`config.mk`:
```
export PLATFORM = sky130hd
export DESIGN_NAME = serial_receiver
export DESIGN_NICKNAME = d
export VERILOG_FILES = /design/src/rtl/serial_receiver.sv
export SDC_FILE = /design/constraint.sdc
export NUM_CORES = 1
export LEC_CHECK = 0
export ABC_AREA = 1
export CAP_MARGIN = 0
export CORE_UTILIZATION = 35
export DETAILED_ROUTE_END_ITERATION = 7
export PLACE_DENSITY_LB_ADDON = 0.12
export SLEW_MARGIN = 20
export SYNTH_ARGS = -nofsm -noshare
export SYNTH_HDL_FRONTEND = slang
export SYNTH_SLANG_ARGS = --single-unit
export TNS_END_PERCENT = 5
```
`constraint.sdc`:
```
create_clock -name CLK -period 2.2 [get_ports CLK]
set_input_delay 0.44 -clock CLK [delete_from_list [all_inputs] [get_ports CLK]]
set_output_delay 0.44 -clock CLK [all_outputs]
set_load 0.01 [all_outputs]
```
`src/rtl/serial_receiver.sv`:
```
// serial_receiver: 8N1 async-serial receiver with a one-cycle load strobe.
// Optional even parity bit when SERIAL_RX_PARITY_EN is defined.
module serial_receiver #(
    parameter int CLKS_PER_BIT = 16
) (
    input  logic       CLK,
    input  logic       RST,
    input  logic       rx_in,
    output logic [7:0] data_out,
    output logic       load_en,
    output logic       busy,
    output logic       frame_err
);

    localparam logic [2:0] IDLE      = 3'd0;
    localparam logic [2:0] START     = 3'd1;
    localparam logic [2:0] DATA      = 3'd2;
    localparam logic [2:0] STOP      = 3'd3;
    localparam logic [2:0] WAIT_IDLE = 3'd4;

    localparam int CW = $clog2(CLKS_PER_BIT);
    localparam logic [CW-1:0] HALF_M1 = CW'(CLKS_PER_BIT / 2 - 1);
    localparam logic [CW-1:0] FULL_M1 = CW'(CLKS_PER_BIT - 1);

`ifdef SERIAL_RX_PARITY_EN
    // the parity bit rides in the DATA state as a ninth sample
    localparam logic [3:0] LAST_BIT = 4'd8;
`else
    localparam logic [3:0] LAST_BIT = 4'd7;
`endif

    logic [2:0]    state;
    logic          s1;
    logic          rxs;
    logic [CW-1:0] cnt;
    logic [3:0]    bitcnt;
    logic [7:0]    shreg;
    logic          good;

    // two-flop synchronizer, idles high like the line
    always_ff @(posedge CLK or posedge RST) begin
        if (RST) begin
            s1  <= 1'b1;
            rxs <= 1'b1;
        end else begin
            s1  <= rx_in;
            rxs <= s1;
        end
    end

`ifdef SERIAL_RX_PARITY_EN
    logic par;

    // capture the parity sample taken after data bit 7
    always_ff @(posedge CLK or posedge RST) begin
        if (RST) begin
            par <= 1'b0;
        end else if (state == DATA && cnt == FULL_M1 && bitcnt == 4'd8) begin
            par <= rxs;
        end
    end

    assign good = ~(^shreg ^ par);
`else
    assign good = 1'b1;
`endif

    assign busy = (state != IDLE);

    // frame FSM: mid-bit sampling, shift-in, stop check and output strobes
    always_ff @(posedge CLK or posedge RST) begin
        if (RST) begin
            state     <= IDLE;
            cnt       <= '0;
            bitcnt    <= 4'd0;
            shreg     <= 8'h00;
            data_out  <= 8'h00;
            load_en   <= 1'b0;
            frame_err <= 1'b0;
        end else begin
            load_en   <= 1'b0;
            frame_err <= 1'b0;
            unique case (state)
                IDLE: begin
                    if (!rxs) begin
                        state  <= START;
                        cnt    <= '0;
                        bitcnt <= 4'd0;
                    end
                end
                START: begin
                    if (cnt == HALF_M1) begin
                        cnt   <= '0;
                        state <= rxs ? IDLE : DATA;
                    end else begin
                        cnt <= cnt + 1'b1;
                    end
                end
                DATA: begin
                    if (cnt == FULL_M1) begin
                        cnt    <= '0;
                        bitcnt <= bitcnt + 4'd1;
                        if (bitcnt < 4'd8) begin
                            shreg <= {rxs, shreg[7:1]};
                        end
                        if (bitcnt == LAST_BIT) begin
                            state <= STOP;
                        end
                    end else begin
                        cnt <= cnt + 1'b1;
                    end
                end
                STOP: begin
                    if (cnt == FULL_M1) begin
                        cnt <= '0;
                        if (rxs && good) begin
                            data_out <= shreg;
                            load_en  <= 1'b1;
                            state    <= IDLE;
                        end else begin
                            frame_err <= 1'b1;
                            state     <= rxs ? IDLE : WAIT_IDLE;
                        end
                    end else begin
                        cnt <= cnt + 1'b1;
                    end
                end
                WAIT_IDLE: begin
                    if (rxs) begin
                        state <= IDLE;
                    end
                end
                default: begin
                    state <= IDLE;
                end
            endcase
        end
    end

endmodule

```
After elaboration in Yosys (flattened, before gate mapping). Index checks and enable logic that the tools add are counted.

Add/sub/neg operators: 2. $mul: 0. Div/mod/pow operators: 0. Magnitude comparators: 1. Equal/unequal tests: 13. Shift-type cells: 0. Mux-type cells: 21. Bitwise logic cells: 0. Reductions and logical operators: 10.

Operators with widths (count): $mux 3 (7); $mux 4 (4); $pmux 3 s5 (1); $ne 2x2->1 const B (6); $pmux 4 s3 (1); $reduce_and 3->1 (3); $add 4x1->4 const B (2); $eq 4x3->1 const B (2); $pmux 4 s2 (1); $eq 3x2->1 const B (2); $mux 1 (6); $reduce_and 6->1 (1); $reduce_bool 3->1 (2); $eq 4x4->1 const B (1); $lt 4x4->1 const B (1); $eq 3x1->1 const B (1); $eq 3x3->1 const B (1); $logic_not 3->1 (1); $mux 2 (1); $reduce_and 2->1 (1); $reduce_bool 2->1 (1); $reduce_or 2->1 (1).

Register bits after elaboration: 31. Latch bits: 0. RAM bits: 0. Bits in read-only memories: 0. Output and inout bits: 11. Logic and storage cells: 56. Memories kept: 0.

Depth between registers and ports, before layout.
Word-level depth: 4. Depth in mapped cells: 8. Gate-level depth less buffers: 8.

Least setup slack after synthesis. OpenSTA, ideal clock, no wires.

Kind: register to register. From: reg cnt[0]. To: reg shreg[3]. Library setup time: 0.118 ns. Arrival time: 1.183 ns. Slack: 0.899 ns. Cell stages (with the launch flop): 8. Path buffers: 1. Cell sequence: dfrtp_1 ha_1 nand3_2 inv_2 nand3_4 buf_6 nand2_1 o21ai_2.

Longest elaborated chain between the ends: 2.

RTL lines: from (decl) (line 35) `logic [CW-1:0] cnt;`; from (signal assigned) (line 96) `cnt <= cnt + 1'b1;`; from (signal assigned) (line 110) `cnt <= cnt + 1'b1;`; from (signal assigned) (line 125) `cnt <= cnt + 1'b1;`; $eq 4x4->1 (line 100) `if (cnt == FULL_M1) begin`; $reduce_and 3->1 (no line); to (signal assigned) (line 104) `shreg <= {rxs, shreg[7:1]};`; to (decl) (line 37) `logic [7:0] shreg;`.

No other way between the ends. A chain may end at the register's enable or synchronous reset.

Worst setup path in the final report.
From: reg state[0]. To: out busy.

Longest elaborated chain between the ends: 1.

RTL lines: from (decl) (line 32) `logic [2:0] state;`; from (signal assigned) (line 94) `state <= rxs ? IDLE : DATA;`; from (signal assigned) (line 122) `state <= rxs ? IDLE : WAIT_IDLE;`; $reduce_bool 3->1 (line 68) `assign busy = (state != IDLE);`; to (decl) (line 11) `output logic busy,`.

No other way between the ends.

==> impl_results.md <==
* Clk root buf: clkbuf_8
* Final nets at 177
* Final core utilization at 0.4480
* Initial Utilization at 0.3804
* CTS resizes at 0
* MaxCap Viol Count at 0
* HP Start: s1
* Via count at 1006
* Post-route setup TNS at 0 ns
* Setup ws final at 0.2515 ns
* Multi-input gate area at 576.8 µm²
* Fmax at 513.2 MHz
* Post-DRT Antenna Nets at 0
* Crit share post-route at 0.8857
* Crit-path cells: nor2_1, nand2_1, clkdlybuf4s50_1
* Routability cong. at 0.8259
* Fin crit period at 1.948 ns
* Syn Nets at 158
* DR DRC count at 0
* Synth Area per Inst at 9.445 µm²
* TritonCTS clock tree: done
* Hold_buf cts at 0
* Yosys warning total at 0
* Largest net degree at the start of global routing at 32
* Sequential fraction of the synthesis area at 0.5385
* R2R Setup Slk at 0.76 ns
* Row cnt at 22
* Die W at 66.26 µm
* Critical path launch point type: flop
* Clk slew on worst S/H paths at 0.06 ns
* Num ports at 14
* Outcome: completed
* FILL cells at 379
* Overflow after GRT at 0
* DP Wirelength at 1721 µm
* VDD IR max at 0.5102 mV
* Type of the worst min-delay path: flop to flop
* Rel. slew slack at 0.7406
* Longest Clk Path Bufs at 2
* Setup slack after placement at 0.5519 ns
* Leakage power at 0.7812 nW
* Slew Viols, Final at 0
* CP arrival at 1.51 ns
* Die area at 4390 µm²
* First-pass GRT wire length at 4429 µm
* Antenna cells at 0
* Critical path origin: state[0]
* Clock buffer count from CTS at 5
* Least-Margin Pin Slew at 0.3891 ns
* Port Buffers at 13
* CTS H-tree depth at 2
* CTS Sinks at 31
* Cell variety after synth at 22
* Fin Hold WS at 0.3554 ns
* Initial DRC count at 85
* Vias in the first global route at 951
* Mapped Cells at 153
* Drt pass-1 iters at 4
* Detailed Route WL at 2452 µm
* CP max-delay cell: clkdlybuf4s50_1
* Critical path capture point type: output pin
* CP max FO at 6
* Final Hold Vio Count at 0
* Routed len/inst at 11.10 µm
* Netlist Area Pre-Place at 1445 µm²
* Yosys reg bits at 31
* Final Total Pwr at 1.498 mW
* Power density over the cells at 880.5 nW/µm²
* Worst-Skew Late Latency at 0.28 ns
* Vias per cell at 4.552
* Core ar. at 3799 µm²
* Initial antenna violation count at 0
* Share of layout cells above drive strength 1 at 0.2197
* Die Span Y at 66.26 µm
* Area growth, synth to finish at 17.75%
* RSZ-0062 raised after global routing: no
* CP peak stage delay at 0.47 ns
* GRT Util Overall at 0.1389
* Clock skew at 0.002574 ns
* Post-CTS setup buffers at 0
* Final Setup Violations at 0
* Sequential Area at 778.2 µm²
* Reg2reg start: cnt[0]
* Crit path kind: flop to output pin
* Worst EP required at 1.76 ns
-- through the flow --
stage,area (µm²),cells
floorplan,1445,153
global placement,1620,213
detailed placement,1620,213
CTS,1702,221
global route,1702,221
finish,1702,221
-- synthesized netlist by cell type --
library cell | n | area share
nand2_1 | 37 | 0.096
dfrtp_1 | 29 | 0.50
inv_1 | 16 | 0.042
o21ai_2 | 15 | 0.091
nand3_1 | 12 | 0.042
nor2_1 | 11 | 0.029
o21ai_0 | 7 | 0.024
nand2_2 | 5 | 0.022
buf_6 | 2 | 0.016
dfstp_2 | 2 | 0.036
ha_1 | 2 | 0.017
inv_2 | 2 | 0.0052
nand3_4 | 2 | 0.024
nor2_2 | 2 | 0.0087
o21ai_1 | 2 | 0.0069
a21oi_1 | 1 | 0.0035
nand3_2 | 1 | 0.0069
nand4_1 | 1 | 0.0043
nor2_4 | 1 | 0.0078
or2_2 | 1 | 0.0043
xnor2_1 | 1 | 0.0061
xor2_1 | 1 | 0.0061
-- critical path, delay by kind of cell, from the launching register on --
family,cells,cell delay (ns)
and+or+nand+nor,2,0.29
buffers and inverters,1,0.47
DFF,1,0.46
-- routing by layer --
metal,global-route usage,wire length (µm),vias to the layer above
met5,0,0,-
met4,0.07181,51,0
met3,0.04138,112,6
met2,0.1901,1080,21
met1,0.1944,1208,449
li1,-,-,530
-- registers in the layout, indices dropped and copies added, names as in the netlist --
name,cells
load_en,1
data_out,8
cnt,4
state,3
shreg,8
s1,1
frame_err,1
bitcnt,4
rxs,1
-- layout by cell type, fill, tap and decap left out, types with 2 or more instances in the layout --
cell type        netlist  layout
inv_1                 16      16
clkbuf_1               0       2
dfrtp_1               29      29
clkdlybuf4s50_1        0      13
nand3_4                2       2
clkbuf_8               0       5
nand2_2                5       5
o21ai_2               15      15
o21ai_1                2       2
dfstp_2                2       2
o21ai_0                7       7
nor2_1                11      11
nand2_1               37      37
nand3_1               12      12
inv_2                  2       2
ha_1                   2       2
nor2_2                 2       2
-- cells by family (layout without fill, tap and decap cells) --
kind of cell / after synthesis / after routing / share of synthesized area
AND/OR/NAND/NOR: 73 / 73 / 0.2442
flip-flops: 31 / 31 / 0.5385
AO/OA/AOI/OAI: 25 / 25 / 0.1255
buffers and inverters: 20 / 40 / 0.06234
adder cells (fa/ha/maj): 2 / 2 / 0.01731
XOR/XNOR: 2 / 2 / 0.01212
-- power by group --
part | leakage (nW) | internal, mW | switching, mW | total (mW)
Sequential | 0.418 | 0.633 | 0.0783 | 0.711
Combinational | 0.321 | 0.138 | 0.224 | 0.362
Clock | 0.0422 | 0.221 | 0.203 | 0.425
-- worst paths after layout --
check | end | cells after the start
max | busy | 3
min | rxs | 0
max reg2reg | shreg[2] | 6
min reg2reg | rxs | 0
max in group asynchronous | rxs | 3
min in group asynchronous | cnt[2] | 3
-- cell type report --
class,instances,share of cell area
Sequential cell,31,0.4574
Multi-Input combinational cell,102,0.3390
Timing Repair Buffer,14,0.08088
Clock buffer,7,0.04485
Inverter,18,0.03971
Tap cell,48,0.03529
Clock inverter,1,0.002941
No activity file was read; power rests on OpenSTA's default activity.
